`src/rtl/conv_sched.sv`:
```
`default_nettype none
// ============================================================================
//  Module   : conv_sched
//  Purpose  : Frame scheduler for the grayscale / line-buffer / 3x3 conv chain.
//             Tracks raster coordinates, gates pixel valid into the pipeline,
//             latches the debounced filter switch at frame start, drains the
//             pipeline after the last pixel and flags stream-sync errors.
//  Revision : 1.0 - initial release
// ============================================================================
module conv_sched #(
  parameter int IMG_WIDTH    = 640,
  parameter int IMG_HEIGHT   = 480,
  parameter int DB_CYCLES    = 16,
  parameter int FLUSH_CYCLES = 4
) (
  input  logic        clk,
  input  logic        rst,
  input  logic        i_pixel_valid,
  input  logic [15:0] i_col_num,
  input  logic [15:0] i_row_num,
  input  logic        i_sw_in,
  output logic        o_pipe_en,
  output logic        o_mode_sel,
  output logic        o_frame_start,
  output logic        o_frame_end,
  output logic [15:0] o_line_count,
  output logic [7:0]  o_frame_count,
  output logic        o_sync_err,
  output logic        o_busy
);

  localparam int DB_W = (DB_CYCLES > 1) ? $clog2(DB_CYCLES) : 1;
  localparam int FL_W = (FLUSH_CYCLES > 1) ? $clog2(FLUSH_CYCLES) : 1;

  localparam logic [15:0]   c_LAST_COL  = 16'(IMG_WIDTH - 1);
  localparam logic [15:0]   c_LAST_ROW  = 16'(IMG_HEIGHT - 1);
  localparam logic [DB_W-1:0] c_DB_LAST = DB_W'(DB_CYCLES - 1);
  localparam logic [FL_W-1:0] c_FL_LAST = FL_W'(FLUSH_CYCLES - 1);
  // Coordinate expected right after the (0,0) start pixel
  localparam logic [15:0]   c_EXP0_COL  = (IMG_WIDTH == 1) ? 16'd0 : 16'd1;
  localparam logic [15:0]   c_EXP0_ROW  = (IMG_WIDTH == 1) ? 16'd1 : 16'd0;

  typedef enum logic [1:0] {
    S_IDLE   = 2'd0,
    S_ACTIVE = 2'd1,
    S_DRAIN  = 2'd2
  } state_t;

  state_t r_state;
  state_t w_state_nx;

  logic            r_sync1;
  logic            r_sync2;
  logic            r_sw_db;
  logic [DB_W-1:0] r_db_cnt;

  logic [15:0]     r_exp_col;
  logic [15:0]     r_exp_row;
  logic [FL_W-1:0] r_flush_cnt;
  logic            r_mode_sel;
  logic            r_frame_start;
  logic            r_frame_end;
  logic [15:0]     r_line_count;
  logic [7:0]      r_frame_count;
  logic            r_sync_err;

  logic        w_at_origin;
  logic        w_start_px;
  logic        w_last_col;
  logic        w_last_px;
  logic        w_coord_ok;
  logic        w_flush_done;
  logic [15:0] w_next_col;
  logic [15:0] w_next_row;
  logic        w_begin;
  logic        w_restart;
  logic        w_take;
  logic        w_finish;

  assign w_at_origin  = (i_col_num == 16'd0) && (i_row_num == 16'd0);
  assign w_start_px   = i_pixel_valid && w_at_origin;
  assign w_last_col   = (i_col_num == c_LAST_COL);
  assign w_last_px    = w_last_col && (i_row_num == c_LAST_ROW);
  assign w_coord_ok   = (i_col_num == r_exp_col) && (i_row_num == r_exp_row);
  assign w_flush_done = (r_flush_cnt == c_FL_LAST);
  // Coordinate following the received one; used both on match and to resync
  assign w_next_col   = w_last_col ? 16'd0 : (i_col_num + 16'd1);
  assign w_next_row   = w_last_col ? (i_row_num + 16'd1) : i_row_num;

  // Switch synchronizer and debounce: accept a new level only after it has held
  always_ff @(posedge clk) begin
    if (rst) begin
      r_sync1  <= 1'b0;
      r_sync2  <= 1'b0;
      r_sw_db  <= 1'b0;
      r_db_cnt <= '0;
    end else begin
      r_sync1 <= i_sw_in;
      r_sync2 <= r_sync1;
      if (r_sync2 == r_sw_db) begin
        r_db_cnt <= '0;
      end else if (r_db_cnt == c_DB_LAST) begin
        r_sw_db  <= r_sync2;
        r_db_cnt <= '0;
      end else begin
        r_db_cnt <= r_db_cnt + 1'b1;
      end
    end
  end

  // FSM state register
  always_ff @(posedge clk) begin
    if (rst) begin
      r_state <= S_IDLE;
    end else begin
      r_state <= w_state_nx;
    end
  end

  // FSM next state and per-cycle event decode
  always_comb begin
    w_state_nx = r_state;
    w_begin    = 1'b0;
    w_restart  = 1'b0;
    w_take     = 1'b0;
    w_finish   = 1'b0;
    case (r_state)
      S_IDLE: begin
        if (w_start_px) begin
          w_begin    = 1'b1;
          w_state_nx = S_ACTIVE;
        end
      end
      S_ACTIVE: begin
        if (i_pixel_valid) begin
          if (w_at_origin) begin
            // A new origin mid-frame aborts the current frame and restarts
            w_begin   = 1'b1;
            w_restart = 1'b1;
          end else begin
            w_take = 1'b1;
            if (w_last_px) begin
              w_state_nx = S_DRAIN;
            end
          end
        end
      end
      S_DRAIN: begin
        if (w_flush_done) begin
          w_finish   = 1'b1;
          w_state_nx = S_IDLE;
        end
      end
      default: begin
        w_state_nx = S_IDLE;
      end
    endcase
  end

  // Frame bookkeeping: coordinates, line/frame counters, mode latch, sync error
  always_ff @(posedge clk) begin
    if (rst) begin
      r_exp_col     <= '0;
      r_exp_row     <= '0;
      r_flush_cnt   <= '0;
      r_mode_sel    <= 1'b0;
      r_frame_start <= 1'b0;
      r_frame_end   <= 1'b0;
      r_line_count  <= '0;
      r_frame_count <= '0;
      r_sync_err    <= 1'b0;
    end else begin
      r_frame_start <= w_begin;
      r_frame_end   <= w_finish;
      r_flush_cnt   <= (r_state == S_DRAIN) ? (r_flush_cnt + 1'b1) : '0;

      if (w_begin) begin
        r_mode_sel   <= r_sw_db;
        r_line_count <= '0;
        r_exp_col    <= c_EXP0_COL;
        r_exp_row    <= c_EXP0_ROW;
      end else if (w_take) begin
        r_exp_col <= w_next_col;
        r_exp_row <= w_next_row;
        if (w_last_col && (r_line_count != 16'hFFFF)) begin
          r_line_count <= r_line_count + 16'd1;
        end
      end

      if (w_finish) begin
        r_frame_count <= r_frame_count + 8'd1;
      end

      // A restart shows as a one-cycle error pulse: set here, cleared by the
      // following cycle's frame_start unless another mismatch arrives then.
      if (w_begin && !w_restart) begin
        r_sync_err <= 1'b0;
      end else if (w_restart || (w_take && !w_coord_ok)) begin
        r_sync_err <= 1'b1;
      end else if (r_frame_start) begin
        r_sync_err <= 1'b0;
      end
    end
  end

  assign o_pipe_en     = i_pixel_valid && !rst &&
                         ((r_state == S_ACTIVE) || ((r_state == S_IDLE) && w_start_px));
  assign o_mode_sel    = r_mode_sel;
  assign o_frame_start = r_frame_start;
  assign o_frame_end   = r_frame_end;
  assign o_line_count  = r_line_count;
  assign o_frame_count = r_frame_count;
  assign o_sync_err    = r_sync_err;
  assign o_busy        = (r_state != S_IDLE);

endmodule
`default_nettype wire

```
`config.mk`:
```
export PLATFORM = sky130hd
export DESIGN_NAME = conv_sched
export DESIGN_NICKNAME = d
export VERILOG_FILES = /design/src/rtl/conv_sched.sv
export SDC_FILE = /design/constraint.sdc
export NUM_CORES = 1
export LEC_CHECK = 0
export CORE_MARGIN = 4
export CORE_UTILIZATION = 50
export CTS_BUF_LIST = sky130_fd_sc_hd__clkbuf_2
export DETAILED_ROUTE_END_ITERATION = 8
export PLACE_DENSITY_LB_ADDON = 0.3
export SLEW_MARGIN = 20
export SYNTH_ARGS = -nofsm -noshare
export SYNTH_HDL_FRONTEND = slang
export SYNTH_SLANG_ARGS = --single-unit
```
`constraint.sdc`:
```
create_clock -name clk -period 2.35 [get_ports clk]
set_clock_uncertainty 0.15 [all_clocks]
set_input_delay 0.3525 -clock clk [delete_from_list [all_inputs] [get_ports clk]]
set_output_delay 0.3525 -clock clk [all_outputs]
set_load 0.01 [all_outputs]
```
## Word-level counts from Yosys, hierarchy flattened

Index checks and enable logic that the tools add are counted.

- Eq/ne operators: 15
- Mux-type cells: 22
- Add/sub/neg operators: 6
- Reduce and logical (&&, ||, !) cells: 28
- Bitwise gates (word level): 2

Operator list:

| cell | count |
|---|---|
| $add 16x1->16 const B | 3 |
| $eq 16x16->1 | 2 |
| $logic_not 16->1 | 2 |
| $mux 16 | 2 |
| $eq 16x10->1 const B | 1 |
| $eq 16x9->1 const B | 1 |
| $ne 16x16->1 const B | 1 |
| $mux 1 | 13 |
| $logic_and 1x1->1 | 10 |
| $mux 2 | 5 |
| $ne 2x2->1 const B | 5 |
| $add 8x1->8 const B | 1 |
| $pmux 2 s3 | 1 |
| $reduce_bool 2->1 | 3 |
| $reduce_or 2->1 | 3 |
| $reduce_and 5->1 | 1 |
| $add 4x1->4 const B | 1 |
| $eq 2x2->1 const B | 2 |
| $eq 4x4->1 const B | 1 |
| $reduce_and 2->1 | 2 |
| $logic_not 1->1 | 3 |
| $reduce_or 3->1 | 1 |
| $add 2x1->2 const B | 1 |
| $eq 2x1->1 const B | 1 |
| other kinds (5) | 7 |

- Flip-flop bits (word level): 71
- Logic and storage cells: 88
- Input port bits: 36

## Logic depth before layout (Yosys ltp)

Gate-level depths: netlist of the first run.

- Depth in word-level cells: 8
- Mapped depth: 11
- Gate-level depth less buffers: 7

## Worst setup path after synthesis of the first run

OpenSTA, ideal clock, no wires.

- Kind: input to output
- Start: input i_row_num[0]
- End: output o_pipe_en
- Required time: 1.847 ns
- Arrival: 2.181 ns
- Stages on the path: 9
- Setup slack: -0.334 ns
- Path buffers: 2
- Path through: clkbuf_1 > inv_1 > ha_1 > nor4bb_1 > nand4_1 > or4_1 > buf_2 > nor2b_1 > nor3b_1

- Cells in the longest elaborated chain, start to end: 6

RTL lines:

| element | RTL line | RTL |
|---|---|---|
| from (decl) | 20 | `input logic [15:0] i_row_num,` |
| $logic_not 16->1 | 80 | `assign w_at_origin = (i_col_num == 16'd0) && (i_row_num == 16'd0);` |
| $logic_and 1x1->1 | 80 |  |
| $logic_and 1x1->1 | 81 | `assign w_start_px = i_pixel_valid && w_at_origin;` |
| $logic_and 1x1->1 | 207 | `((r_state == S_ACTIVE) \|\| ((r_state == S_IDLE) && w_start_px));` |
| $logic_or 1x1->1 | 207 |  |
| $logic_and 1x1->1 | 206 | `assign o_pipe_en = i_pixel_valid && !rst &&` |
| to (decl) | 22 | `output logic o_pipe_en,` |

Every way passes these cells.

## Worst setup path in the final report of the first run

- Start: input i_col_num[9]
- End: output o_pipe_en

- Cells in the longest elaborated chain, start to end: 6

RTL lines:

| element | RTL line | RTL |
|---|---|---|
| from (decl) | 19 | `input logic [15:0] i_col_num,` |
| $logic_not 16->1 | 80 |  |
| $logic_and 1x1->1 | 80 |  |
| $logic_and 1x1->1 | 81 |  |
| $logic_and 1x1->1 | 207 |  |
| $logic_or 1x1->1 | 207 |  |
| $logic_and 1x1->1 | 206 |  |

Every way passes these cells.

==> impl_results.md, run 1 <==
* Status: complete, but fails checks
* Failing checks: setup timing
* Register area share after synthesis at 35.1%
* Synth Cell Area at 4040 um^2
* IO Port Bufs at 65
* Crit path kind: in -> out
* Number of clock sinks at 71
* Synth top area cells: dfxtp_1, xor2_1, nor2_1
* Ys flop type: dfxtp_1
* Vias per std cell at 5.80
* Routability-driven placement congestion ratio at 0.938
* Top Ports at 66
* Initial Util at 51.8%
* Cell with the most instances after synthesis: dfxtp_1
* Class of the tightest hold or removal check: in -> reg
* Synth Instances at 465
* Worst setup EP type: output pin
* Ratio of final minimum period to clock period at 109%
* Min Tclk post-route at 2.55 ns
* RSZ-0062 raised after global routing: yes
* Max-cap viol count at 0
* Clock-pin slew of the registers on the worst-case setup and hold paths at 0.22 ns
* Synth Area per Inst at 8.70 um^2
* CP peak stage delay at 0.48 ns
* Pre-antenna DRT Iters at 7
* Ys async rst share at 0%
* RR Startpoint: r_exp_col[4]
* Area leader, netlist: dfxtp_1
* Worst setup slack after layout at -0.202 ns
* Antenna Violating Nets Remaining at 0
* Wire per inst at 16.5 um
* Multi-input gate area at 2520 um^2
* CP top delay family: simple AND/OR/NAND/NOR gates
* Area delta synth->final at 36.7%
* FF-to-FF setup slack at 0.33 ns
* DP Worst Slack at -0.975 ns
* Unique cell type count in the Yosys netlist at 47
* Hold Path Origin: i_col_num[0]
* IR drop worst, VDD at 0.281 mV
* Leak at 2.13 nW
* Sw frac at 25.3%
* Largest net degree at the start of global routing at 48
* Rows at 32
* CP max FO at 2
* Vias in the first global route at 3957
* Post-synth EDFFs at 0
* Pwr dens at 441 nW/um^2
* Final WL at 11.5 mm
* Initial DRC count at 335
* Seq pwr share at 49.7%
* Die height at 97.9 um
* Via count at 4016
* CTS root buffer: clkbuf_2
* Yosys top cell area share at 35.1%
* Worst-margin pin slew at 0.357 ns
* Final Hold Viols at 0
* Core Region at 7810 um^2
* CTS tree: built
* N_diodes at 0
* Total track usage at 23.9%
* WHS Path Cells at 5
* Seq cells post-synth at 71
* Die Wd at 97.9 um
* Worst path cell trace: clkdlybuf4s50_1 > nor2_1 > nand4_1 > or4_4 > nor2b_4 > nor3b_2 > buf_2
* Layout fillers at 606
* Crit path arrival time at 2.05 ns
* Worst flop-to-flop path endpoint: o_sync_err
* Layout cells sized above 1 at 23.2%
* Overflow after GRT at 0
* Critical path's slowest cell: or4_4
* Power share of the clock group at 38.0%
* Synthesized Nets at 509
* Register Area at 1420 um^2
* Fmax at 392 MHz
* CTS Buf Count at 9
* Worst-Skew Late Latency at 0.51 ns
* Final core occ at 70.8%
* Internal power at 0.00182 W
* Hpwl dp at 7.87 mm
* Reg2reg path depth at 5
* Hold_buf cts at 0
* Antenna violations before repair at 0
* WP buf/inv at 2
* Hold WS at 0.133 ns
* Final setup fails at 1
* Startpoint Class: input port
* Residual DRC at 0
* Max-Slew Margin vs Limit at 76.0%
* Max Buffers Root-to-Sink at 2
* Final count of pins violating max slew at 0
* H-tree lvl count at 3
* Die area at 9590 um^2
* First-pass GRT wire length at 18.8 mm
* Syn. warnings at 0
* Top post-synthesis cells by count: dfxtp_1, xor2_1, nor2_1
* Worst Hold Endpoint: r_exp_col[1]
* Net Switching at 0.000615 W
* CP Data Required Time at 1.85 ns
* Fin nets at 630
* Comb pwr share at 12.4%
logic make-up (layout without fill, tap and decap cells):
group           count (synthesis)  in the layout  share of synthesized area [%]
compound gates                 71             71                           12.9
xor+xnor                       71             71                           15.4
fa+ha+maj                       8              8                           2.48
buf+inv                        40            166                           5.26
flops                          71             71                           35.1
mux                             4              4                          0.990
simple gates                  200            200                           27.8
worst min-delay path: stages:
cell and delay, ns:
buf_8 0.08, inv_4 0.03, ha_4 0.20, nand3_1 0.05, a21oi_1 0.06
registers in the layout, indices dropped and copies added (netlist names):
name           cells
r_exp_row         16
r_sync2            1
r_exp_col         16
r_db_cnt           4
o_line_count      16
o_frame_count      8
r_sw_db            1
o_mode_sel         1
r_sync1            1
o_frame_start      1
o_sync_err         1
o_frame_end        1
r_state            2
r_flush_cnt        2
routing by layer:
layer	share of wire (%)	global-route usage (%)	vias to the layer above
met3	7.3	5.57	33
li1	-	-	1922
met2	48	40.5	157
met4	2.8	8.52	0
met1	42	29.7	1904
met5	0	0	-
power by group through the flow:
stage / registers, W / clock network [W] / logic, W
after global placement: 0.00123 / 0 / 0.000264
after detailed placement: 0.00123 / 0 / 0.000268
after global routing: 0.00121 / 0.000978 / 0.000324
after CTS: 0.00121 / 0.000932 / 0.000297
final: 0.00121 / 0.000925 / 0.000302
after floorplan: 0.00123 / 0 / 0.000111
worst max-delay path by stage:
stage / startpoint / to / slack, ns / cells past startpoint
after floorplan: i_row_num[0] / o_pipe_en / -0.08 / 9
after global placement: i_col_num[0] / o_pipe_en / -0.91 / 9
after detailed placement: i_col_num[0] / o_pipe_en / -0.97 / 9
after CTS: i_row_num[1] / o_pipe_en / -0.28 / 9
after global routing: i_row_num[1] / o_pipe_en / -0.27 / 9
final: i_col_num[9] / o_pipe_en / -0.20 / 7
area by class of cell:
| type | instances | area share (%) |
|---|---|---|
| Clock inverter | 6 | 1.95 |
| Clock buffer | 10 | 0.906 |
| Timing Repair Buffer | 142 | 22.9 |
| Sequential cell | 71 | 25.7 |
| Tap cell | 102 | 2.31 |
| Multi-Input combinational cell | 354 | 45.6 |
| Inverter | 8 | 0.634 |
timing repair:
action,CTS,global route
gates resized for setup,75,16
buffers inserted,19,1
setup endpoints to repair,1,2
hold endpoints to repair,0,0
pin swaps,16,10
layout by cell type, fill, tap and decap left out, types with 4 or more instances in the layout:
cell type	n
mux2i_1	4
clkdlybuf4s50_1	34
clkdlybuf4s15_1	10
ha_1	6
a211oi_2	9
and3_1	9
inv_1	4
nand4_1	23
dlygate4sd2_1	8
and4_1	7
buf_12	4
nand3_1	22
nand2_1	23
nor3_1	7
nor4_1	10
a211oi_1	16
a21oi_1	23
o31ai_1	15
nor2_1	49
or4_1	15
xor2_1	57
buf_6	7
xnor2_1	14
clkbuf_2	15
nor4_2	4
buf_4	68
dfxtp_1	71
nand2b_1	4
and2_1	6
through the flow:
stage | std cells | area, um^2 | power, W | TNS [ns]
finish | 693 | 5530 | 0.00244 | -0.202
global route | 693 | 5530 | 0.00251 | -0.266
global placement | 659 | 5160 | 0.00150 | -20.20
CTS | 694 | 5540 | 0.00244 | -0.316
detailed placement | 659 | 5160 | 0.00150 | -23.41
floorplan | 465 | 4090 | 0.00134 | -0.0767
Power figures use the tool's default switching activity.
==> run 2: changes to the inputs <==
--- a/config.mk
+++ b/config.mk
@@ -5,8 +5,9 @@
 export SDC_FILE = /design/constraint.sdc
 export NUM_CORES = 1
 export LEC_CHECK = 0
+export ABC_AREA = 1
 export CORE_MARGIN = 4
-export CORE_UTILIZATION = 50
+export CORE_UTILIZATION = 52
 export CTS_BUF_LIST = sky130_fd_sc_hd__clkbuf_2
 export DETAILED_ROUTE_END_ITERATION = 8
 export PLACE_DENSITY_LB_ADDON = 0.3
==> impl_results.md, run 2 <==
* N_diodes at 0 (unchanged)
* Crit path launch: i_row_num[0]
* Commonest non-fill, non-tap cell in the layout: nand2_1
* Startpoint Class: input port
* Min Tclk post-route at 2.34 ns (-0.213 ns)
* FF-to-FF setup slack at 0.24 ns (-0.09 ns)
* Clock-pin slew of the registers on the worst-case setup and hold paths at 0.22 ns (about the same)
* Ys flop type: dfxtp_1
* Vias in the first global route at 5117 (+29%)
* CTS tree: built
* Class of the tightest hold or removal check: in -> reg
* Total chip power at 0.00264 W (+8.5%)
* First-pass GRT wire length at 22.9 mm (+22%)
* Pre-antenna DRT Iters at 7 (unchanged)
* CP max FO at 2 (unchanged)
* CTS Buf Count at 9 (unchanged)
* Leak at 2.81 nW (+32%)
* IO Port Bufs at 65 (unchanged)
* Largest net degree at the start of global routing at 36 (-25%)
* Final setup fails at 0 (-1)
* Final Hold Viols at 0 (unchanged)
* Via count at 5429 (+35%)
* Hold Path Origin: i_row_num[4]
* Max Buffers Root-to-Sink at 2 (unchanged)
* Synth top area cells: dfxtp_1, nand2_1, nor2_1
* Post-route cell area at 6400 um^2 (+16%)
* Crit path kind: in -> reg
* Total track usage at 26.7% (+2.8 points)
* Wire per inst at 14.6 um (-12%)
* Fin nets at 917 (+46%)
* CP Data Required Time at 2.66 ns (+0.81 ns)
* Ratio of final minimum period to clock period at 99.5% (-9.1 points)
* Top Ports at 66 (unchanged)
* CP peak stage delay at 0.21 ns (-0.27 ns)
* Synthesized Nets at 774 (+52%)
* Max-Slew Margin vs Limit at 75.6% (-0.40 points)
* Initial Util at 53.8% (+2.0 points)
* Unique cell type count in the Yosys netlist at 34 (-28%)
* Final core occ at 73.0% (+2.2 points)
* Top post-synthesis cells by count: nand2_1, nor2_1, dfxtp_1
* Placed instance area at 5930 um^2 (+15%)
* Vias per std cell at 5.51 (-5.0%)
* Final WL at 14.4 mm (+26%)
* Area delta synth->final at 35.7%
* Layout cells sized above 1 at 20.3% (-2.9 points)
* Die Wd at 103 um (+5.4%)
* Crit path arrival time at 2.65 ns (+0.60 ns)
* Initial DRC count at 369 (+10%)
* IR drop worst, VDD at 0.340 mV (+21%)
* Yosys top cell area share at 30.1% (-5.0 points)
* Worst setup EP type: flop
* H-tree lvl count at 3 (unchanged)
* Pwr dens at 413 nW/um^2 (-6.3%)
* Fmax at 427 MHz (+9.1%)
* Finished Layout Cells at 986 (+42%)
* RR Startpoint: o_line_count[1]
* Hpwl dp at 9.91 mm (+26%)
* Antenna violations before repair at 0 (unchanged)
* Max-cap viol count at 0 (unchanged)
* Area leader, netlist: dfxtp_1
* Critical path's slowest cell: clkdlybuf4s15_1
* Cells after DPL at 951 (+44%)
* Synth Cell Area at 4710 um^2 (+17%)
* Antenna Violating Nets Remaining at 0 (unchanged)
* Final count of pins violating max slew at 0 (unchanged)
* Cell mode on critical path: buf_4
* Status: completed
* Die area at 10700 um^2 (+11%)
* Synth Area per Inst at 6.46 um^2 (-26%)
* Worst path cell trace: clkdlybuf4s15_1 > inv_2 > buf_4 > buf_4 > buf_4 > buf_4 > buf_4 > buf_4 > buf_4 > buf_4 > buf_4 > buf_4 > buf_4 > buf_4 > buf_4 > buf_4 > nor2_1 > nor2_1 > nand2_1 > a21oi_1
* Worst-margin pin slew at 0.363 ns (+0.00656 ns)
* Core Region at 8760 um^2 (+12%)
* Post-synth EDFFs at 0 (unchanged)
* Register area share after synthesis at 30.1% (-5.0 points)
* Worst-Skew Late Latency at 0.54 ns (+0.03 ns)
* Register Area at 1420 um^2 (unchanged)
* Rows at 34 (+6.3%)
* Multi-input gate area at 2940 um^2 (+17%)
* Residual DRC at 0 (unchanged)
* Die height at 103 um (+5.4%)
* Number of clock sinks at 71 (unchanged)
* Syn. warnings at 0 (unchanged)
* Seq cells post-synth at 71 (unchanged)
* Hold WS at 0.105 ns (-0.0277 ns)
* Routability-driven placement congestion ratio at 0.904 (-3.7%)
* Cell with the most instances after synthesis: nand2_1
* Synth Instances at 730 (+57%)
* Layout fillers at 690 (+14%)
* Most frequent cells in the layout: nand2_1, nor2_1, buf_4
* CTS root buffer: clkbuf_2
* Ys async rst share at 0% (unchanged)
* Overflow after GRT at 0 (unchanged)
[run 2: cell count changes after synthesis, sizes merged, moves of 28 or more]
cell / before / now
nand2: 23 / 194
inv: 8 / 73
xor2: 57 / 17
nor2: 49 / 128
a21oi: 24 / 52
[run 2: cell families after synthesis]
group                    after synthesis  share of synthesized area [%]
AO/OA/AOI/OAI                         86                           10.3
XOR/XNOR                              50                           9.29
adder cells (fa/ha/maj)                8                           2.12
flip-flops                            71                           30.1
AND/OR/NAND/NOR                      417                           38.9
buffers and inverters                 98                           9.32
[run 2: routing by layer]
layer,wire length [um],global-route usage [%],vias to the layer above
li1,-,-,2616
met1,5770,32.2,2510
met2,7080,46.6,246
met3,1130,5.37,57
met4,436,10.6,0
met5,0,0,-
[run 2: cell type report]
| cell class | instances | share of cell area [%] |
|---|---|---|
| Multi-Input combinational cell | 561 | 45.9 |
| Timing Repair Buffer | 156 | 22.6 |
| Sequential cell | 71 | 22.2 |
| Inverter | 74 | 4.34 |
| Tap cell | 108 | 2.11 |
| Clock inverter | 5 | 2.01 |
| Clock buffer | 11 | 0.861 |
[run 2: stage by stage]
step	worst slack [ns]	TNS, ns
floorplan	0.408	0
global placement	-0.510	-2.15
detailed placement	-0.516	-3.91
CTS	0.00189	0
global route	-0.0290	-0.0290
finish	0.0106	0
[run 2: final timing paths]
check | end | depth (start not counted)
worst max-delay path | r_exp_row[0] | 20
worst min-delay path | r_exp_row[4] | 5
worst max register to register | o_line_count[15] | 9
worst min register to register | r_sync2 | 2
[run 2: power breakdown]
part	switching, W	total (W)	leakage, nW	internal, W
Clock	0.000481	0.00106	0.107	0.000578
Combinational	0.000195	0.000374	2.13	0.000178
Sequential	0.00000114	0.00121	0.572	0.00121
Total	0.000677	0.00264	2.81	0.00197
[run 2: repair_timing]
action | 4_1_cts | 5_1_grt
endpoints found under the setup margin | 1 | 1
pin swaps | 6 | 26
buffers inserted | 14 | 5
hold buffers | 0 | 0
gates resized for setup | 19 | 48
[run 2: critical path, delay by kind of cell]
| family | cells | cell delay (ns) |
|---|---|---|
| buffers and inverters | 16 | 1.99 |
| AO/OA/AOI/OAI | 1 | 0.05 |
| AND/OR/NAND/NOR | 3 | 0.24 |
